File: src/rtl/mem_arbiter_if.sv
// -----------------------------------------------------------------------------
// mem_arbiter_if
//   Bundle of the four requester channels (fetch, LSB load, ROB store, ROB IO
//   load) and the byte-wide RAM pins served by mem_arbiter.
//
//   modport slave  : the arbiter side (takes requests, drives the RAM pins).
//   modport master : the requester / RAM side.
//
//   Parameters:
//     ADDR_W  address width of every request address and of mem_a.
// -----------------------------------------------------------------------------
interface mem_arbiter_if #(
  parameter int ADDR_W = 32
);
  // Instruction fetch: always a 4-byte read.
  logic              if_req;
  logic [ADDR_W-1:0] if_addr;
  logic              if_done;
  logic [31:0]       if_data;

  // LSB load: 1, 2 or 4 bytes, zero-extended.
  logic              ld_req;
  logic [ADDR_W-1:0] ld_addr;
  logic [2:0]        ld_size;
  logic              ld_done;
  logic [31:0]       ld_data;

  // ROB committed store: 1, 2 or 4 low bytes of st_data.
  logic              st_req;
  logic [ADDR_W-1:0] st_addr;
  logic [2:0]        st_size;
  logic [31:0]       st_data;
  logic              st_done;

  // ROB IO load: a single byte.
  logic              io_req;
  logic [ADDR_W-1:0] io_addr;
  logic              io_done;
  logic [31:0]       io_data;

  // Registered byte-wide RAM.
  logic [7:0]        mem_din;
  logic [7:0]        mem_dout;
  logic [ADDR_W-1:0] mem_a;
  logic              mem_wr;

  modport slave (
    input  if_req, if_addr,
    input  ld_req, ld_addr, ld_size,
    input  st_req, st_addr, st_size, st_data,
    input  io_req, io_addr,
    input  mem_din,
    output if_done, if_data,
    output ld_done, ld_data,
    output st_done,
    output io_done, io_data,
    output mem_dout, mem_a, mem_wr
  );

  modport master (
    output if_req, if_addr,
    output ld_req, ld_addr, ld_size,
    output st_req, st_addr, st_size, st_data,
    output io_req, io_addr,
    output mem_din,
    input  if_done, if_data,
    input  ld_done, ld_data,
    input  st_done,
    input  io_done, io_data,
    input  mem_dout, mem_a, mem_wr
  );
endinterface

File: src/rtl/mem_arbiter.sv
// -----------------------------------------------------------------------------
// mem_arbiter
//   Owns the single byte-wide RAM port and shares it between instruction
//   fetch, LSB loads, ROB committed stores and ROB IO loads. Each granted
//   request becomes 1..4 sequential byte accesses; read bytes are assembled
//   little-endian into a zero-extended 32-bit word and a one-cycle done pulse
//   is returned to the owner.
//
//   Ports:
//     clk, rst_n        clock, asynchronous active-low reset
//     rdy               global enable; low freezes every register, gates mem_wr
//     clear             misprediction flush: aborts reads, blocks a new grant
//     io_buffer_full    IO output buffer full; stalls a store to the IO region
//     bus (slave)       requester channels and RAM pins (see mem_arbiter_if)
//     stat_busy_cycles, stat_io_stall_cycles
//                       saturating statistics, only with MEM_ARBITER_STAT_EN
//
//   Parameters:
//     ADDR_W  address width; must match the ADDR_W of the connected interface
//     IO_HI   value of addr[17:16] that marks the IO region
//
//   Build option:
//     MEM_ARBITER_STAT_EN  adds the two statistics counters and their ports.
//
//   Timing (grant edge E0, N bytes):
//     read : mem_a = addr+i after Ei, byte i captured at E(i+2),
//            done/data registered at E(N+1)
//     write: mem_wr/mem_a/mem_dout for byte i set at Ei, st_done at EN
//   Every transaction ends with one DONE cycle in which nothing is granted,
//   so a requester dropping req on done is never granted twice.
// -----------------------------------------------------------------------------
module mem_arbiter #(
  parameter int         ADDR_W = 32,
  parameter logic [1:0] IO_HI  = 2'b11
) (
  input  logic         clk,
  input  logic         rst_n,
  input  logic         rdy,
  input  logic         clear,
  input  logic         io_buffer_full,
  mem_arbiter_if.slave bus
`ifdef MEM_ARBITER_STAT_EN
  ,
  output logic [31:0]  stat_busy_cycles,
  output logic [31:0]  stat_io_stall_cycles
`endif
);

  typedef enum logic [1:0] {S_IDLE, S_READ, S_WRITE, S_DONE} state_t;
  typedef enum logic [1:0] {REQ_IF, REQ_LD, REQ_IO, REQ_ST} req_t;

  // Sizes other than 1 and 2 are treated as a full word.
  function automatic logic [2:0] decode_len(input logic [2:0] size);
    case (size)
      3'd1:    return 3'd1;
      3'd2:    return 3'd2;
      default: return 3'd4;
    endcase
  endfunction

  state_t            state, state_next;

  // Latched transaction.
  req_t              kind_q;
  logic [ADDR_W-1:0] addr_q;
  logic [2:0]        len_q;
  logic [31:0]       wdata_q;
  logic [2:0]        cnt;
  logic [31:0]       rd_buf;
  logic              mem_wr_q;

  // Grant decode.
  logic              st_blocked;
  logic              any_req;
  logic              gnt;
  req_t              g_kind;
  logic [ADDR_W-1:0] g_addr;
  logic [2:0]        g_len;

  // Sequencing helpers.
  logic [2:0]        cnt_inc;
  logic [ADDR_W-1:0] addr_step;
  logic [1:0]        rd_idx;
  logic [1:0]        wr_idx;
  logic [7:0]        byte_in;
  logic [31:0]       rd_next;

  // RAM read-data hold across a rdy-low stretch.
  logic              stall_q;
  logic [7:0]        din_hold;

  // ---------------------------------------------------------------------------
  // Grant: fixed priority st > io > ld > if. A store to the IO region while the
  // IO buffer is full blocks everyone below it so commit order is preserved.
  // ---------------------------------------------------------------------------
  always_comb begin
    // NOTE: every always_comb output gets a default first so no path can
    // leave it unassigned and infer a latch.
    st_blocked = bus.st_req && (bus.st_addr[17:16] == IO_HI) && io_buffer_full;
    any_req    = bus.st_req || bus.io_req || bus.ld_req || bus.if_req;
    gnt        = (state == S_IDLE) && !clear && !st_blocked && any_req;
    g_kind     = REQ_IF;
    g_addr     = bus.if_addr;
    g_len      = 3'd4;
    if (bus.st_req) begin
      g_kind = REQ_ST;
      g_addr = bus.st_addr;
      g_len  = decode_len(bus.st_size);
    end else if (bus.io_req) begin
      g_kind = REQ_IO;
      g_addr = bus.io_addr;
      g_len  = 3'd1;
    end else if (bus.ld_req) begin
      g_kind = REQ_LD;
      g_addr = bus.ld_addr;
      g_len  = decode_len(bus.ld_size);
    end
  end

  // ---------------------------------------------------------------------------
  // Next-state logic.
  // ---------------------------------------------------------------------------
  always_comb begin
    state_next = state;
    case (state)
      S_IDLE: begin
        if (gnt) begin
          state_next = (g_kind == REQ_ST) ? S_WRITE : S_READ;
        end
      end
      S_READ: begin
        if (clear) begin
          state_next = S_IDLE;
        end else if (cnt == len_q) begin
          state_next = S_DONE;
        end
      end
      S_WRITE: begin
        // A committed store is never aborted by clear.
        if (cnt_inc >= len_q) begin
          state_next = S_DONE;
        end
      end
      default: state_next = S_IDLE;
    endcase
  end

  always_ff @(posedge clk or negedge rst_n) begin
    // NOTE: sequential state uses non-blocking assignments so every register
    // samples pre-edge values regardless of statement order.
    if (!rst_n) begin
      state <= S_IDLE;
    end else if (rdy) begin
      state <= state_next;
    end
  end

  // ---------------------------------------------------------------------------
  // The RAM keeps running while rdy is low, so mem_din at the resume edge
  // belongs to the held address rather than the one the sequence expects.
  // The byte that was due at the first frozen edge is kept and substituted
  // at the resume edge; later bytes line up again by themselves.
  // ---------------------------------------------------------------------------
  always_ff @(posedge clk or negedge rst_n) begin
    if (!rst_n) begin
      stall_q  <= 1'b0;
      din_hold <= 8'h00;
    end else begin
      stall_q <= !rdy;
      if (!rdy && !stall_q) begin
        din_hold <= bus.mem_din;
      end
    end
  end

  assign byte_in   = stall_q ? din_hold : bus.mem_din;
  assign cnt_inc   = cnt + 3'd1;
  assign addr_step = addr_q + ADDR_W'(cnt_inc);
  assign rd_idx    = 2'(cnt - 3'd1);
  assign wr_idx    = cnt_inc[1:0];

  // Read buffer with the byte captured at this edge merged in.
  always_comb begin
    rd_next                  = rd_buf;
    rd_next[8*rd_idx +: 8]   = byte_in;
  end

  // ---------------------------------------------------------------------------
  // Datapath. cnt equals k-1 at edge Ek of a transaction.
  // ---------------------------------------------------------------------------
  always_ff @(posedge clk or negedge rst_n) begin
    // NOTE: only flops live here (no memory arrays), so all of them are reset;
    // the outputs must read as 0 from the first cycle.
    if (!rst_n) begin
      kind_q       <= REQ_IF;
      addr_q       <= '0;
      len_q        <= 3'd0;
      wdata_q      <= 32'h0;
      cnt          <= 3'd0;
      rd_buf       <= 32'h0;
      mem_wr_q     <= 1'b0;
      bus.mem_a    <= '0;
      bus.mem_dout <= 8'h00;
      bus.if_done  <= 1'b0;
      bus.ld_done  <= 1'b0;
      bus.io_done  <= 1'b0;
      bus.st_done  <= 1'b0;
      bus.if_data  <= 32'h0;
      bus.ld_data  <= 32'h0;
      bus.io_data  <= 32'h0;
    end else if (rdy) begin
      bus.if_done <= 1'b0;
      bus.ld_done <= 1'b0;
      bus.io_done <= 1'b0;
      bus.st_done <= 1'b0;
      case (state)
        S_IDLE: begin
          if (gnt) begin
            kind_q    <= g_kind;
            addr_q    <= g_addr;
            len_q     <= g_len;
            wdata_q   <= bus.st_data;
            cnt       <= 3'd0;
            rd_buf    <= 32'h0;
            bus.mem_a <= g_addr;
            if (g_kind == REQ_ST) begin
              mem_wr_q     <= 1'b1;
              bus.mem_dout <= bus.st_data[7:0];
            end
          end
        end
        S_READ: begin
          if (clear) begin
            cnt <= 3'd0;
          end else begin
            // No byte is due at E1: the first address is only now in the RAM.
            if (cnt != 3'd0) begin
              rd_buf <= rd_next;
            end
            if (cnt_inc < len_q) begin
              bus.mem_a <= addr_step;
            end
            if (cnt == len_q) begin
              cnt <= 3'd0;
              case (kind_q)
                REQ_LD: begin
                  bus.ld_done <= 1'b1;
                  bus.ld_data <= rd_next;
                end
                REQ_IO: begin
                  bus.io_done <= 1'b1;
                  bus.io_data <= rd_next;
                end
                default: begin
                  bus.if_done <= 1'b1;
                  bus.if_data <= rd_next;
                end
              endcase
            end else begin
              cnt <= cnt_inc;
            end
          end
        end
        S_WRITE: begin
          if (cnt_inc < len_q) begin
            bus.mem_a    <= addr_step;
            bus.mem_dout <= wdata_q[8*wr_idx +: 8];
            cnt          <= cnt_inc;
          end else begin
            mem_wr_q    <= 1'b0;
            bus.st_done <= 1'b1;
            cnt         <= 3'd0;
          end
        end
        default: ;
      endcase
    end
  end

  // A frozen cycle must never repeat a write into the RAM.
  assign bus.mem_wr = mem_wr_q && rdy;

`ifdef MEM_ARBITER_STAT_EN
  // ---------------------------------------------------------------------------
  // Statistics: saturating counters of busy cycles and IO-stalled IDLE cycles.
  // ---------------------------------------------------------------------------
  always_ff @(posedge clk or negedge rst_n) begin
    if (!rst_n) begin
      stat_busy_cycles     <= 32'h0;
      stat_io_stall_cycles <= 32'h0;
    end else if (rdy) begin
      if ((state != S_IDLE) && (stat_busy_cycles != 32'hFFFF_FFFF)) begin
        stat_busy_cycles <= stat_busy_cycles + 32'd1;
      end
      if ((state == S_IDLE) && st_blocked &&
          (stat_io_stall_cycles != 32'hFFFF_FFFF)) begin
        stat_io_stall_cycles <= stat_io_stall_cycles + 32'd1;
      end
    end
  end
`endif

endmodule

File: src/flat_wrapper.sv
// flat-port wrapper written by rule: the top's interface ports become plain ports
module mem_arbiter_flat 
#(
  parameter int         ADDR_W = 32,
  parameter logic [1:0] IO_HI  = 2'b11
)
  (clk, rst_n, rdy, clear, io_buffer_full, bus_if_req, bus_if_addr, bus_ld_req, bus_ld_addr, bus_ld_size, bus_st_req, bus_st_addr, bus_st_size, bus_st_data, bus_io_req, bus_io_addr, bus_mem_din, bus_if_done, bus_if_data, bus_ld_done, bus_ld_data, bus_st_done, bus_io_done, bus_io_data, bus_mem_dout, bus_mem_a, bus_mem_wr);
  mem_arbiter_if #(.ADDR_W(ADDR_W)) bus_i ();
  input  logic clk;
  input  logic rst_n;
  input  logic rdy;
  input  logic clear;
  input  logic io_buffer_full;
  input wire logic [$bits(bus_i.if_req)-1:0] bus_if_req;
  input wire logic [$bits(bus_i.if_addr)-1:0] bus_if_addr;
  input wire logic [$bits(bus_i.ld_req)-1:0] bus_ld_req;
  input wire logic [$bits(bus_i.ld_addr)-1:0] bus_ld_addr;
  input wire logic [$bits(bus_i.ld_size)-1:0] bus_ld_size;
  input wire logic [$bits(bus_i.st_req)-1:0] bus_st_req;
  input wire logic [$bits(bus_i.st_addr)-1:0] bus_st_addr;
  input wire logic [$bits(bus_i.st_size)-1:0] bus_st_size;
  input wire logic [$bits(bus_i.st_data)-1:0] bus_st_data;
  input wire logic [$bits(bus_i.io_req)-1:0] bus_io_req;
  input wire logic [$bits(bus_i.io_addr)-1:0] bus_io_addr;
  input wire logic [$bits(bus_i.mem_din)-1:0] bus_mem_din;
  output wire logic [$bits(bus_i.if_done)-1:0] bus_if_done;
  output wire logic [$bits(bus_i.if_data)-1:0] bus_if_data;
  output wire logic [$bits(bus_i.ld_done)-1:0] bus_ld_done;
  output wire logic [$bits(bus_i.ld_data)-1:0] bus_ld_data;
  output wire logic [$bits(bus_i.st_done)-1:0] bus_st_done;
  output wire logic [$bits(bus_i.io_done)-1:0] bus_io_done;
  output wire logic [$bits(bus_i.io_data)-1:0] bus_io_data;
  output wire logic [$bits(bus_i.mem_dout)-1:0] bus_mem_dout;
  output wire logic [$bits(bus_i.mem_a)-1:0] bus_mem_a;
  output wire logic [$bits(bus_i.mem_wr)-1:0] bus_mem_wr;
  assign bus_i.if_req = bus_if_req;
  assign bus_i.if_addr = bus_if_addr;
  assign bus_i.ld_req = bus_ld_req;
  assign bus_i.ld_addr = bus_ld_addr;
  assign bus_i.ld_size = bus_ld_size;
  assign bus_i.st_req = bus_st_req;
  assign bus_i.st_addr = bus_st_addr;
  assign bus_i.st_size = bus_st_size;
  assign bus_i.st_data = bus_st_data;
  assign bus_i.io_req = bus_io_req;
  assign bus_i.io_addr = bus_io_addr;
  assign bus_i.mem_din = bus_mem_din;
  assign bus_if_done = bus_i.if_done;
  assign bus_if_data = bus_i.if_data;
  assign bus_ld_done = bus_i.ld_done;
  assign bus_ld_data = bus_i.ld_data;
  assign bus_st_done = bus_i.st_done;
  assign bus_io_done = bus_i.io_done;
  assign bus_io_data = bus_i.io_data;
  assign bus_mem_dout = bus_i.mem_dout;
  assign bus_mem_a = bus_i.mem_a;
  assign bus_mem_wr = bus_i.mem_wr;
  mem_arbiter #(.ADDR_W(ADDR_W), .IO_HI(IO_HI)) u_core (.clk(clk), .rst_n(rst_n), .rdy(rdy), .clear(clear), .io_buffer_full(io_buffer_full), .bus(bus_i));
endmodule
File: config.mk
export PLATFORM = sky130hd
export DESIGN_NAME = mem_arbiter_flat
export DESIGN_NICKNAME = d
export VERILOG_FILES = /design/src/rtl/mem_arbiter_if.sv /design/src/rtl/mem_arbiter.sv /design/src/flat_wrapper.sv
export SDC_FILE = /design/constraint.sdc
export NUM_CORES = 1
export LEC_CHECK = 0
export ABC_AREA = 1
export ABC_CLOCK_PERIOD_IN_PS = 3600
export CAP_MARGIN = 10
export CORE_MARGIN = 5
export CORE_UTILIZATION = 40
export DETAILED_ROUTE_END_ITERATION = 8
export GPL_TIMING_DRIVEN = 0
export PLACE_DENSITY = 0.67
export SLEW_MARGIN = 20
export SYNTH_ARGS = -nofsm -noshare
export SYNTH_HDL_FRONTEND = slang
export SYNTH_SLANG_ARGS = --single-unit
File: constraint.sdc
create_clock -name clk -period 3.6 [get_ports clk]
set_input_delay 0.36 -clock clk [delete_from_list [all_inputs] [get_ports clk]]
set_output_delay 0.36 -clock clk [all_outputs]
set_load 0.03 [all_outputs]
==> results.sh <==
export IMPL_dr_pass1_iters=5
export IMPL_worstSetupEndpointType="flip-flop"
export IMPL_worstPathArrival_ns=3.80
export IMPL_initialDrtViolationCount=923
export IMPL_ant_nets=0
export IMPL_clk_pin_slew_worst_paths_ns=0.06
export IMPL_cellPowerDensity_nw_per_um2=777.9
export IMPL_layout_common_cells="nand2_1, clkdlybuf4s50_1, dfrtp_1"
export IMPL_final_util_pct=55.29
export IMPL_cp_max_fo=17
export IMPL_gp_congestion=0.9116
export IMPL_rsz0062_at_grt="false"
export IMPL_core_area_um2=32450
export IMPL_drc_errors=0
export IMPL_start_util_pct=40.40
export IMPL_cts_made_buffers=28
export IMPL_min_period_ns=3.367
export IMPL_start_kind="flip-flop"
export IMPL_r2r_end="u_core.bus.mem_a[18]"
export IMPL_cts_setup_buffers=0
export IMPL_min_to="u_core.stall_q"
export IMPL_viasPerCell=5.054
export IMPL_rrSetupSlack_ns=0.23
export IMPL_grt_ovfl_total=0
export IMPL_critical_path_class="flip-flop to flip-flop"
export IMPL_synth_distinct_cells=38
export IMPL_antenna_found_initial=0
export IMPL_total_leakage_power_nw=8.578
export IMPL_io_pins=324
export IMPL_die_height_um=191.1
export IMPL_place_hpwl_um=36730
export IMPL_status="completed"
export IMPL_vias=13005
export IMPL_layout_commonest_cell="nand2_1"
export IMPL_clock_sinks=256
export IMPL_r2r_start="u_core.cnt[0]"
export IMPL_yosysWarnings=0
export IMPL_syn_inst=1756
export IMPL_drv_slew=0
export IMPL_fmax_mhz=297.0
export IMPL_worstSkewPairLatency_ns=0.56
export IMPL_antennaDiodeCount=0
export IMPL_min_from="rdy"
export IMPL_fp_dieW_um=191.1
export IMPL_port_buffers=322
export IMPL_areaGrowthSynthToFinish_pct=36.85
export IMPL_setup_viol=0
export IMPL_syn_avg_cell_area_um2=7.467
export IMPL_synth_seq_area_share_pct=48.85
export IMPL_maxCapViolCount=0
export IMPL_root_buffer="clkbuf_16"
export IMPL_vdd_drop_max_mv=0.4193
export IMPL_routedWlPerCell_um=18.27
export IMPL_worst_pin_slew_ns=0.7790
export IMPL_grt_usage_pct=25.32
export IMPL_slew_limit_headroom_pct=48.07
export IMPL_grt_pass1_vias=13057
export IMPL_synth_seq_cells=256
export IMPL_tns_ns=0
export IMPL_r2r_cells=14
export IMPL_cts_tree="built"
export IMPL_post_route_period_util_pct=93.53
export IMPL_drive_gt1_share_pct=6.147
export IMPL_finalHoldViolCount=0
export IMPL_finalClockSkew_ns=0.01086
export IMPL_h_tree_depth=1
export IMPL_wl_um=47010
export IMPL_dieArea_um2=36500
export IMPL_grt_max_degree=81
export IMPL_cp_required_ns=4.04
export IMPL_syn_area_um2=13110
export IMPL_nets=2313
export IMPL_clock_path_buffers=3
export IMPL_hold_path_depth=2
export IMPL_synth_nets=1958
export IMPL_hp_class="input port to flip-flop"
export IMPL_rows=66
export IMPL_grt_first_pass_wirelength_um=73310
==> timing repair <==
item                       4_1_cts  5_1_grt
resized for setup               10        7
hold endpoints to repair        58        0
hold buffers                     1        0
setup endpoints to repair       32        8
==> cells by family (layout without fill, tap and decap cells) <==
group	count (synthesis)	in the layout	share of synthesized area, %
and+or+nand+nor	981	981	30.04
AOI/OAI and AO/OA	265	265	11.39
DFF	256	256	48.85
buffers and inverters	224	599	6.956
adders and majority gates	19	19	1.870
muxes	8	8	0.6871
xor gates and xnor gates	3	3	0.2004
==> critical path, stage by stage (launching register included) <==
cell and delay, ns:
dfrtp_2 0.45, clkbuf_4 0.27, inv_1 0.14, clkbuf_4 0.25
ha_4 0.40, clkinv_4 0.17, fa_1 0.42, inv_1 0.10
nand2_1 0.13, a21oi_4 0.22, nand2_1 0.13, o21ai_0 0.19
nand3_1 0.12, nand2_1 0.18, nand2_1 0.07
==> sequential cells by signal (all words and copies together) (netlist names), 2 cells and up <==
signal               count
u_core.kind_q            2
u_core.din_hold          8
u_core.len_q             3
u_core.cnt               3
u_core.bus.io_data      32
u_core.bus.ld_data      32
u_core.wdata_q          32
u_core.bus.if_data      32
u_core.bus.mem_a        32
u_core.addr_q           32
u_core.bus.mem_dout      8
u_core.state             2
u_core.rd_buf           32
==> metal layers <==
metal  routed length [µm]  global-route usage [%]
met2                22040                   42.00
met5                    0                       0
met1                20850                   34.77
met3                 2787                   3.890
met4                 1327                   6.934
==> final cells by class <==
cell class	count	area [µm²]
well taps	442	553.0
fillers	3105	14510
flip-flops and latches	256	6407
inverters	141	534.3
clock buffers	38	758.2
clock inverters	12	142.6
repair buffers	326	3321
multi-input cells	1276	5843
plain buffers	82	385.4
==> metrics by stage <==
step / hold slack (ns) / instance area, µm² / instances / setup slack [ns] / power [mW]
3_5_place_dp: 0.3184 / 16980 / 2523 / -1.122 / 11.12
6_report: 0.2812 / 17940 / 2573 / 0.2331 / 13.96
5_1_grt: 0.2838 / 17940 / 2573 / 0.03419 / 14.90
3_3_place_gp: 0.4541 / 16890 / 2520 / -8.942 / 11.02
4_1_cts: 0.2673 / 17920 / 2573 / 0.1073 / 14.02
2_1_floorplan: 0.06441 / 13110 / 1756 / 0.4814 / 8.461
==> report_power, final <==
part / switching, mW / leakage (nW) / internal [mW]
Combinational: 4.16 / 4.78 / 2.31
Sequential: 0.673 / 3.35 / 3.98
Clock: 1.21 / 0.445 / 1.63
Total: 6.04 / 8.58 / 7.92
==> synthesized netlist by cell type <==
cell type    n  area share [%]
a21boi_0    15            0.86
a21boi_1     3            0.17
a21oi_1     12            0.46
a22o_1       1           0.067
a22oi_1     14            0.80
buf_1        7            0.20
buf_2       30             1.1
buf_4        9            0.52
clkbuf_1    37             1.1
clkinv_1     1           0.029
dfrtp_1    256              49
fa_1         1            0.15
ha_1        18             1.7
inv_1      133             3.8
inv_2        7            0.20
mux2_2       8            0.69
nand2_1    724              21
nand2_2      2           0.095
nand3_1    106             4.0
nand3_2      1           0.076
nand3b_1     3            0.17
nand4_1      2           0.095
nand4_2      4            0.38
nor2_1     121             3.5
nor2_2       3            0.14
nor2_4       2            0.17
nor3_1       3            0.11
nor3_4       1            0.12
o2111ai_1    6            0.40
o211ai_1     4            0.23
o21ai_0    153             5.8
o21ai_1     21            0.80
o221ai_1     2            0.13
o22ai_1     33             1.6
o31ai_1      1           0.057
or2_2        9            0.43
xnor2_1      1           0.067
xor2_1       2            0.13
==> worst max-delay path by stage <==
stage / cells past startpoint / endpoint / startpoint / slack (ns)
final: 14 / u_core.bus.mem_a[18] / u_core.cnt[0] / 0.23
after global routing: 14 / u_core.bus.mem_a[18] / u_core.cnt[0] / 0.03
after CTS: 14 / u_core.bus.mem_a[18] / u_core.cnt[0] / 0.11
after detailed placement: 15 / u_core.bus.mem_a[18] / u_core.cnt[0] / -1.12
after global placement: 1 / u_core.wdata_q[13] / rst_n / -8.94
after floorplan: 17 / u_core.bus.mem_a[26] / u_core.cnt[0] / 0.48
(Power assumes the default switching activity.)
